==> src/rtl/irq_pkg.sv <==
// Shared types for the interrupt controller: FSM states and default source count.
package irq_pkg;

  localparam int DEFAULT_N = 4;

  typedef enum logic [1:0] {
    IDLE,
    REQ,
    GAP
  } state_t;

endpackage

==> src/rtl/irq_controller_if.sv <==
// Request/consumer signal bundle for irq_controller; ovf exists only when IRQ_OVF_EN is defined.
interface irq_controller_if
  import irq_pkg::*;
#(
  parameter int N = DEFAULT_N
);
  localparam int IDW = $clog2(N);

  logic [N-1:0]   irq_in;
  logic [N-1:0]   mask;
  logic           irq_req;
  logic [IDW-1:0] irq_id;
  logic           irq_ack;
  logic [N-1:0]   pending;

`ifdef IRQ_OVF_EN
  logic [N-1:0]   ovf;

  modport master (
    input  irq_in, mask, irq_ack,
    output irq_req, irq_id, pending, ovf
  );

  modport slave (
    output irq_in, mask, irq_ack,
    input  irq_req, irq_id, pending, ovf
  );
`else
  modport master (
    input  irq_in, mask, irq_ack,
    output irq_req, irq_id, pending
  );

  modport slave (
    output irq_in, mask, irq_ack,
    input  irq_req, irq_id, pending
  );
`endif

endinterface

==> src/rtl/irq_prio_enc.sv <==
// Combinational highest-set-bit encoder; o_none flags an all-zero input vector.
module irq_prio_enc
  import irq_pkg::*;
#(
  parameter  int N   = DEFAULT_N,
  localparam int IDW = $clog2(N)
) (
  input  logic [N-1:0]   i_vec,
  output logic [IDW-1:0] o_idx,
  output logic           o_none
);

  // Ascending scan: the last set bit seen is the highest index, so it wins.
  always_comb begin
    o_idx  = '0;
    o_none = 1'b1;
    for (int i = 0; i < N; i++) begin
      if (i_vec[i]) begin
        o_idx  = IDW'(i);
        o_none = 1'b0;
      end
    end
  end

endmodule

==> src/rtl/irq_controller.sv <==
// Edge-triggered interrupt controller: pending latch, mask, fixed priority, REQ/ack handshake.
// Optional sticky lost-edge flags (ovf) are built when IRQ_OVF_EN is defined.
module irq_controller
  import irq_pkg::*;
#(
  parameter int N = DEFAULT_N
) (
  input logic              clk,
  input logic              rst,
  irq_controller_if.master bus
);

  localparam int IDW = $clog2(N);

  state_t         r_state;
  state_t         w_nextState;
  logic [N-1:0]   r_irqInD;
  logic [N-1:0]   r_pending;
  logic [IDW-1:0] r_irqId;
  logic [N-1:0]   w_edge;
  logic [N-1:0]   w_cand;
  logic [N-1:0]   w_clr;
  logic [IDW-1:0] w_candIdx;
  logic           w_none;
  logic           w_latch;
  logic           w_irqReq;

  assign w_edge = bus.irq_in & ~r_irqInD;
  assign w_cand = r_pending & ~bus.mask;

  irq_prio_enc #(.N(N)) u_prioEnc (
    .i_vec  (w_cand),
    .o_idx  (w_candIdx),
    .o_none (w_none)
  );

  always_ff @(posedge clk or posedge rst) begin
    if (rst) begin
      r_state <= IDLE;
    end else begin
      r_state <= w_nextState;
    end
  end

  // The presented id is captured only on IDLE->REQ, so it holds for the whole request.
  always_comb begin
    w_nextState = r_state;
    w_latch     = 1'b0;
    w_clr       = '0;
    w_irqReq    = 1'b0;
    unique case (r_state)
      IDLE: begin
        if (!w_none) begin
          w_latch     = 1'b1;
          w_nextState = REQ;
        end
      end
      REQ: begin
        w_irqReq = 1'b1;
        if (bus.irq_ack) begin
          w_clr       = N'(1) << r_irqId;
          w_nextState = GAP;
        end
      end
      GAP: begin
        w_nextState = IDLE;
      end
      default: begin
        w_nextState = IDLE;
      end
    endcase
  end

  // A new edge is OR-ed in after the ack clear, so set beats clear on the same source.
  always_ff @(posedge clk or posedge rst) begin
    if (rst) begin
      r_irqInD  <= '0;
      r_pending <= '0;
      r_irqId   <= '0;
    end else begin
      r_irqInD  <= bus.irq_in;
      r_pending <= (r_pending & ~w_clr) | w_edge;
      if (w_latch) begin
        r_irqId <= w_candIdx;
      end
    end
  end

  assign bus.irq_req = w_irqReq;
  assign bus.irq_id  = r_irqId;
  assign bus.pending = r_pending;

`ifdef IRQ_OVF_EN
  logic [N-1:0] r_ovf;

  // An edge landing on a still-pending source that is not being acked is a lost edge.
  always_ff @(posedge clk or posedge rst) begin
    if (rst) begin
      r_ovf <= '0;
    end else begin
      r_ovf <= (r_ovf & ~w_clr) | (w_edge & r_pending & ~w_clr);
    end
  end

  assign bus.ovf = r_ovf;
`endif

endmodule

==> src/flat_wrapper.sv <==
// flat-port wrapper written by rule: the top's interface ports become plain ports
module irq_controller_flat import irq_pkg::*;
#(
  parameter int N = DEFAULT_N
)
  (clk, rst, bus_irq_in, bus_mask, bus_irq_ack, bus_irq_req, bus_irq_id, bus_pending);
  irq_controller_if #(.N(N)) bus_i ();
  input logic clk;
  input logic rst;
  input wire logic [$bits(bus_i.irq_in)-1:0] bus_irq_in;
  input wire logic [$bits(bus_i.mask)-1:0] bus_mask;
  input wire logic [$bits(bus_i.irq_ack)-1:0] bus_irq_ack;
  output wire logic [$bits(bus_i.irq_req)-1:0] bus_irq_req;
  output wire logic [$bits(bus_i.irq_id)-1:0] bus_irq_id;
  output wire logic [$bits(bus_i.pending)-1:0] bus_pending;
  assign bus_i.irq_in = bus_irq_in;
  assign bus_i.mask = bus_mask;
  assign bus_i.irq_ack = bus_irq_ack;
  assign bus_irq_req = bus_i.irq_req;
  assign bus_irq_id = bus_i.irq_id;
  assign bus_pending = bus_i.pending;
  irq_controller #(.N(N)) u_core (.clk(clk), .rst(rst), .bus(bus_i));
endmodule
==> config.mk <==
export PLATFORM = sky130hd
export DESIGN_NAME = irq_controller_flat
export DESIGN_NICKNAME = d
export VERILOG_FILES = /design/src/rtl/irq_pkg.sv /design/src/rtl/irq_controller_if.sv /design/src/rtl/irq_prio_enc.sv /design/src/rtl/irq_controller.sv /design/src/flat_wrapper.sv
export SDC_FILE = /design/constraint.sdc
export NUM_CORES = 1
export LEC_CHECK = 0
export BUFFER_PORTS_ARGS = -buffer_cell sky130_fd_sc_hd__buf_2
export CORE_AREA = 10 10 47 49
export DETAILED_ROUTE_END_ITERATION = 8
export DIE_AREA = 0 0 57 59
export GPL_TIMING_DRIVEN = 1
export HOLD_SLACK_MARGIN = 0.05
export PLACE_DENSITY = 0.67
export SYNTH_ARGS = -nofsm -noshare
export SYNTH_HDL_FRONTEND = slang
export SYNTH_SLANG_ARGS = --single-unit
export TNS_END_PERCENT = 1
==> constraint.sdc <==
create_clock -name clk -period 1.8 [get_ports clk]
set_clock_uncertainty 0.15 [all_clocks]
set_input_delay 0.45 -clock clk [delete_from_list [all_inputs] [get_ports clk]]
set_output_delay 0.45 -clock clk [all_outputs]
set_load 0.02 [all_outputs]
==> impl_metrics.toml, run 1 <==
[clock_tree]
clkLatencyLatePin_ps = 270
tritoncts = "yes"
cts_buffer_depth = 2
cts-buffers-inserted = 3
clkTransAtPathRegs_ps = 70
root_buffer = "clkbuf_4"
ctsHtreeMaxLevel = 1
cts.sinks = 12

[yosys]
yosys.area_share.adder = 0
synth_area_per_cell_um2 = 11.1
synth-seq-cells = 12
ys.warnings.count = 0
synth_xor_area_frac = 0
syn_nets = 55
synth-simple-area-share = 0.126
synth_mux_area_frac = 0
synth.distinct_cells = 18
synth_top_family_by_area = "compound AO/OA/AOI/OAI gates"
yosysSeqAreaShare = 0.615
synth_area_um2 = 488
synthCells = 44
synth_compound_area_frac = 0.190

[setup_path]
crit_family = "flip-flops"
critPathMaxFanout = 4
worst_setup_path_end_kind = "output pin"
start_kind = "flop"
crit_chain = "inv_1, nor2_1, buf_2"
cp.arrival_ps = 1010
critPathSlowestCell = "dfrtp_1"
cp.required_ps = 1200
cpPeakStageDelay_ps = 400
critPathKind = "reg -> out"
cp.buffers_inverters = 2

[timing]
fmax_mhz = 621
whs_ps = 149
max_slew.worst_pin.slew_ps = 440
fin_crit_sh = 0.895
finalCriticalPeriod_ps = 1610
final_hold_viol_count = 0
fin_ws_ps = 189
rsz0062_at_grt = "false"
slew_violations = 0
setup_viol = 0
max_slew_margin = 0.706
setup_tns_ps = 0

[global_route]
grt_overflow = 0
grt_pass1_wl_mm = 1.73
track_usage = 0.0677
grt_max_degree = 13
antenna_found_initial = 0
grt_pass1_vias = 432

[power]
p_sw_mw = 0.391
p_sw_frac = 0.394
p_comb_frac = 0.412
vdd_drop_max_mv = 0.579
pwr-share-seq = 0.429
p_total_mw = 0.992
clockPowerShare = 0.159
power_density_nw_per_um2 = 1590
leakage_nw = 0.317
p_int_mw = 0.601

[floorplanning]
placementRows = 14
die_h_um = 59
io_pins = 18
dieArea_um2 = 3360
design.core.area_um2 = 1400
die_w_um = 57
initial_core_util = 0.348

[finish]
final_area_um2 = 626
nNetsFinal = 78
stdcell_count = 81
fillers = 147
diodes = 0
drive_gt1_frac = 0.338
fin_util = 0.446
syn_to_final_growth_pct = 28.2

[routing]
viasPerCell = 4.84
drtPass1Iterations = 1
drcViolationCount = 0
drtIter0Drc = 0
vias = 392
post_drt_wl_per_cell_um = 12.5
ant_nets = 0
drt_wl_total_mm = 1.01

[placed_design]
place_area_um2 = 593
gp_congestion = 0.735
io_buffers = 17
place_ws_ps = 476
place_hpwl_um = 828
dpl.cell_count = 77

[flow_run]
cap_violations = 0

[min_path]
hp-class = "in -> reg"

[status]
outcome = "finished, final reports clean"
## per-layer routing
layer	share of wire	global-route usage	vias to the layer above
met5	0	0	-
met4	0.018	0.0604	0
met3	0.087	0.0365	4
met2	0.47	0.107	13
met1	0.42	0.0623	184
li1	-	-	191
## worst paths after layout
kind | start | endpoint | slack [ps] | depth (start not counted)
setup / recovery | u_core.r_state[0] | bus_irq_req | 190 | 3
hold / removal | bus_irq_in[0] | u_core.r_irqInD[0] | 150 | 1
setup reg to reg | u_core.bus.pending[1] | u_core.r_state[0] | 580 | 3
hold reg to reg | u_core.r_irqInD[3] | u_core.bus.pending[3] | 270 | 1
max in group asynchronous | rst | u_core.r_state[0] | 630 | 3
min in group asynchronous | rst | u_core.bus.pending[0] | 570 | 3
## synthesized netlist by cell type
cell type,n,share of area
inv_1,9,0.069
nor2_2,1,0.013
nand4b_1,1,0.018
nor2b_1,4,0.051
a2bb2oi_1,1,0.018
o21ai_2,1,0.018
and3b_1,1,0.018
nand2_1,1,0.0077
o221ai_1,1,0.018
dfrtp_1,12,0.62
nor2_1,1,0.0077
a21bo_1,1,0.021
a22o_1,1,0.018
a31o_1,1,0.018
nand3_1,1,0.010
o21ai_1,1,0.010
o311ai_0,1,0.018
o21ai_0,5,0.051
## area by class of cell
| class | count | area [um^2] | area share |
|---|---|---|---|
| Inverter | 9 | 33.8 | 0.0540 |
| Multi-Input combinational cell | 23 | 154 | 0.246 |
| Timing Repair Buffer | 18 | 95.1 | 0.152 |
| Clock buffer | 3 | 22.5 | 0.0360 |
| Sequential cell | 12 | 300 | 0.480 |
| Tap cell | 16 | 20.0 | 0.0320 |
## logic make-up (layout without fill, tap and decap cells)
logic type,count (synthesis),after routing
and+or+nand+nor,10,10
DFF,12,12
AOI/OAI and AO/OA,13,13
buffers and inverters,9,30
## registers in the layout (all words and copies together), names as in the netlist
| signal | count |
|---|---|
| u_core.bus.pending | 4 |
| u_core.r_irqInD | 4 |
| u_core.bus.irq_id | 2 |
| u_core.r_state | 2 |
## worst register-to-register path, stage by stage (launching register included)
cell,delay (ps)
dfrtp_1,390
nor2b_1,150
o21ai_0,210
o311ai_0,170
## cell usage in the layout, fill, tap and decap left out, drive strengths merged
master       Yosys  final
buf              0     17
dfrtp           12     12
inv              9      9
o21ai            7      7
nor2b            4      4
clkbuf           0      3
nor2             2      2
a2bb2oi          1      1
nand2            1      1
o221ai           1      1
a21bo            1      1
nand4b           1      1
and3b            1      1
nand3            1      1
a22o             1      1
a31o             1      1
o311ai           1      1
dlygate4sd3      0      1
## power groups by stage
stage | Sequential, mW | Clock, mW | Combinational (mW)
2_1_floorplan | 0.494 | 0 | 0.209
3_3_place_gp | 0.430 | 0 | 0.411
3_5_place_dp | 0.432 | 0 | 0.415
4_1_cts | 0.427 | 0.165 | 0.418
5_1_grt | 0.438 | 0.177 | 0.456
6_report | 0.426 | 0.158 | 0.409
## repair_timing
| item | CTS | global route |
|---|---|---|
| endpoints found under the hold margin | 12 | 0 |
| hold buffers | 1 | 0 |
| buffers inserted | 0 | 0 |
| endpoints found under the setup margin | 0 | 0 |
| resized for setup | 0 | 0 |
No activity file was read; power rests on OpenSTA's default activity.
==> inputs of run 2 (changes only) <==
- PLACE_DENSITY: 0.67 -> 0.63
==> impl_metrics.toml, run 2 (synthesis results as in run 1) <==
[routing]
drt_wl_total_mm = 1.04
drtPass1Iterations = 2
vias = 381
drcViolationCount = 0
viasPerCell = 4.65
ant_nets = 0
drtIter0Drc = 2
post_drt_wl_per_cell_um = 12.7

[timing]
whs_ps = 141
fin_crit_sh = 0.896
setup_tns_ps = 0
rsz0062_at_grt = "false"
finalCriticalPeriod_ps = 1610
max_slew.worst_pin.slew_ps = 437
slew_violations = 0
final_hold_viol_count = 0
max_slew_margin = 0.708
setup_viol = 0
fmax_mhz = 620

[status]
outcome = "finished, final reports clean"

[clock_tree]
tritoncts = "yes"
cts-buffers-inserted = 3
post_cts_buffers = 0
cts_buffer_depth = 2
root_buffer = "clkbuf_4"
ctsHtreeMaxLevel = 1
ctsHoldBuffers = 1
clkLatencyLatePin_ps = 270
cts.sinks = 12
clkTransAtPathRegs_ps = 80
post_cts_resized = 0

[setup_path]
critPathKind = "reg -> out"
r2r-start = "u_core.r_state[1]"
cp.arrival_ps = 1010
cp.required_ps = 1200
worst_setup_path_end_kind = "output pin"
start_kind = "flop"
critPathMaxFanout = 4
crit_start = "u_core.r_state[0]"

[flow_run]
cap_violations = 0

[min_path]
hp-start = "bus_irq_in[0]"
hp-class = "in -> reg"

[power]
power_density_nw_per_um2 = 1650
vdd_drop_max_mv = 0.719
leakage_nw = 0.324

[finish]
nNetsFinal = 78
syn_to_final_growth_pct = 31.0
diodes = 0
final_common_cell = "buf_2"
mostFrequentLayoutCells = "17 x buf_2, 12 x dfrtp_1, 9 x inv_1"
drive_gt1_frac = 0.348

[global_route]
use_met2 = 0.115
grt_pass1_wl_mm = 1.73
top_usage_layer = "met2"
track_usage = 0.0663
grt_overflow = 0
grt_max_degree = 13
use_met3 = 0.0386
antenna_found_initial = 0
met1_usage = 0.0585
grt_pass1_vias = 409

[placed_design]
place_hpwl_um = 834
gp_congestion = 0.742
io_buffers = 17

[floorplanning]
design.core.area_um2 = 1400
die_w_um = 57
dieArea_um2 = 3360
initial_core_util = 0.348
io_pins = 18
die_h_um = 59
placementRows = 14
-- run 2: final timing paths --
path,slack (ps),to,cells past startpoint
max,190,bus_irq_req,3
min,140,u_core.r_irqInD[0],1
max reg2reg,550,u_core.bus.pending[1],3
min reg2reg,270,u_core.bus.pending[0],1
max in group asynchronous,640,u_core.r_state[0],3
min in group asynchronous,560,u_core.r_irqInD[1],3
-- run 2: layer usage --
| metal | share of wire | vias up |
|---|---|---|
| met1 | 0.44 | 173 |
| li1 | - | 194 |
| met5 | 0 | - |
| met3 | 0.077 | 2 |
| met4 | 0.018 | 0 |
| met2 | 0.47 | 12 |
-- run 2: through the flow --
step	std cells	power [mW]	area, um^2	util	worst slack, ps
final	82	1.05	639	0.456	187
after CTS	82	1.07	639	0.456	180
after global placement	77	0.844	593	0.423	491
after floorplan	44	0.704	488	-	483
after detailed placement	77	0.851	593	0.423	470
after global routing	82	1.13	639	0.456	142
-- run 2: area by class of cell --
type | instances | area, um^2
sequential | 12 | 300
multi-input combinational | 23 | 154
inverter | 9 | 33.8
timing repair buffer | 18 | 95.1
tap | 16 | 20.0
fill | 143 | 762
clock buffer | 4 | 36.3
-- run 2: where the power goes --
part           internal [mW]  total [mW]  switching [mW]
combinational          0.169       0.411           0.242
clock                  0.123       0.214          0.0910
sequential             0.354       0.427          0.0730
total                  0.646        1.05           0.406
-- run 2: critical path, cell delays in order (launching register included) --
cell	delay [ps]
dfrtp_1	410
inv_1	80
nor2_1	90
buf_2	170
==> inputs of run 3 (changes only) <==
- RECOVER_POWER: not set -> 100
==> impl_metrics.toml, run 3 (synthesis results as in run 1) <==
[floorplanning]
design.core.area_um2 = 1400
io_pins = 18
die_h_um = 59
die_w_um = 57
placementRows = 14
dieArea_um2 = 3360
initial_core_util = 0.348

[finish]
multiInputGateArea_um2 = 148
nNetsFinal = 78
final-seq-area_um2 = 300
final_common_cell = "dfrtp_1"
stdcell_count = 82
fillers = 151
diodes = 0
fin_util = 0.445
mostFrequentLayoutCells = "12 x dfrtp_1, 9 x inv_1, 9 x buf_2"
drive_gt1_frac = 0.197
syn_to_final_growth_pct = 27.7

[setup_path]
cp.arrival_ps = 990
rrSetupSlack_ps = 490
cp.required_ps = 1200
r2r_end = "u_core.bus.irq_id[1]"
crit_start = "u_core.r_state[0]"
r2r-start = "u_core.r_state[1]"
start_kind = "flop"
critPathKind = "reg -> out"
worst_setup_path_end_kind = "output pin"
reg2reg_depth = 3
critPathMaxFanout = 4

[timing]
slew_violations = 0
max_slew_margin = 0.709
rsz0062_at_grt = "false"
final_hold_viol_count = 0
fin_crit_sh = 0.885
finalCriticalPeriod_ps = 1590
setup_viol = 0
max_slew.worst_pin.slew_ps = 436
setup_tns_ps = 0
fmax_mhz = 628

[status]
outcome = "finished, final reports clean"

[clock_tree]
ctsHtreeMaxLevel = 1
cts_buffer_depth = 2
clkLatencyLatePin_ps = 270
clkTransAtPathRegs_ps = 70
cts-buffers-inserted = 3
post_cts_resized = 0
tritoncts = "yes"
cts.sinks = 12
root_buffer = "clkbuf_4"

[power]
p_sw_frac = 0.390
leakage_nw = 0.307
power_density_nw_per_um2 = 1640
p_sw_mw = 0.399
clockPowerShare = 0.207
vdd_drop_max_mv = 0.714
p_int_mw = 0.624
p_comb_frac = 0.377
pwr-share-seq = 0.416

[min_path]
hp-start = "bus_irq_in[0]"
min_path_cells = 1
hold_end = "u_core.r_irqInD[0]"
hp-class = "in -> reg"

[global_route]
grt_pass1_vias = 409
grt_max_degree = 13
grt_overflow = 0
grt_pass1_wl_mm = 1.73
antenna_found_initial = 0
track_usage = 0.0663

[placed_design]
io_buffers = 17
dpl.cell_count = 77
gp_congestion = 0.742
place_hpwl_um = 834

[routing]
drt_wl_total_mm = 1.05
vias = 382
drtPass1Iterations = 2
viasPerCell = 4.66
post_drt_wl_per_cell_um = 12.8
ant_nets = 0
drtIter0Drc = 3
drcViolationCount = 0

[flow_run]
cap_violations = 0
==> run 3: cell count changes in the layout (fill, tap and decap cells not counted) <==
cell      change
o21ai_2       -1
nor2_2        -1
o21ai_0       +1
buf_2         -8
clkbuf_1      +8
nor2_1        +1
==> run 3: power groups by stage <==
stage	logic [mW]	registers [mW]	clock network, mW
floorplan	0.209	0.494	0
detailed placement	0.418	0.434	0
global route	0.426	0.440	0.232
CTS	0.421	0.429	0.218
global placement	0.413	0.432	0
finish	0.385	0.426	0.212
==> run 3: cell type report <==
type / count / area share
Clock buffer: 4 / 0.0582
Inverter: 9 / 0.0542
Multi-Input combinational cell: 23 / 0.237
Sequential cell: 12 / 0.482
Tap cell: 16 / 0.0321
Timing Repair Buffer: 18 / 0.137
==> run 3: how the worst max path moves through the flow <==
stage / end / slack [ps]
2_1_floorplan: bus_irq_req / 480
3_3_place_gp: bus_irq_req / 490
3_5_place_dp: u_core.bus.pending[1] / 470
4_1_cts: bus_irq_req / 180
5_1_grt: bus_irq_req / 160
6_report: bus_irq_req / 210
==> run 3: what timing repair did <==
item	4_1_cts	5_1_grt
endpoints found under the hold margin	12	0
buffers inserted	0	0
hold buffers	1	0
==> run 3: per-stage QoR <==
step | setup slack [ps] | hold WS, ps | power [mW] | instance area [um^2]
2_1_floorplan | 483 | 165 | 0.704 | 488
3_3_place_gp | 491 | 251 | 0.844 | 593
3_5_place_dp | 470 | 260 | 0.851 | 593
4_1_cts | 180 | 137 | 1.07 | 639
5_1_grt | 161 | 128 | 1.10 | 623
6_report | 208 | 144 | 1.02 | 623
==> run 3: routing by layer <==
metal	track usage	routed length, um
met5	0	0
met4	0.0403	18
met3	0.0386	79
met2	0.115	488
met1	0.0585	461
==> run 3: worst max-delay path, stage by stage (launching register included) <==
cell and delay, ps:
dfrtp_1 390, inv_1 80, nor2_1 90, buf_2 170
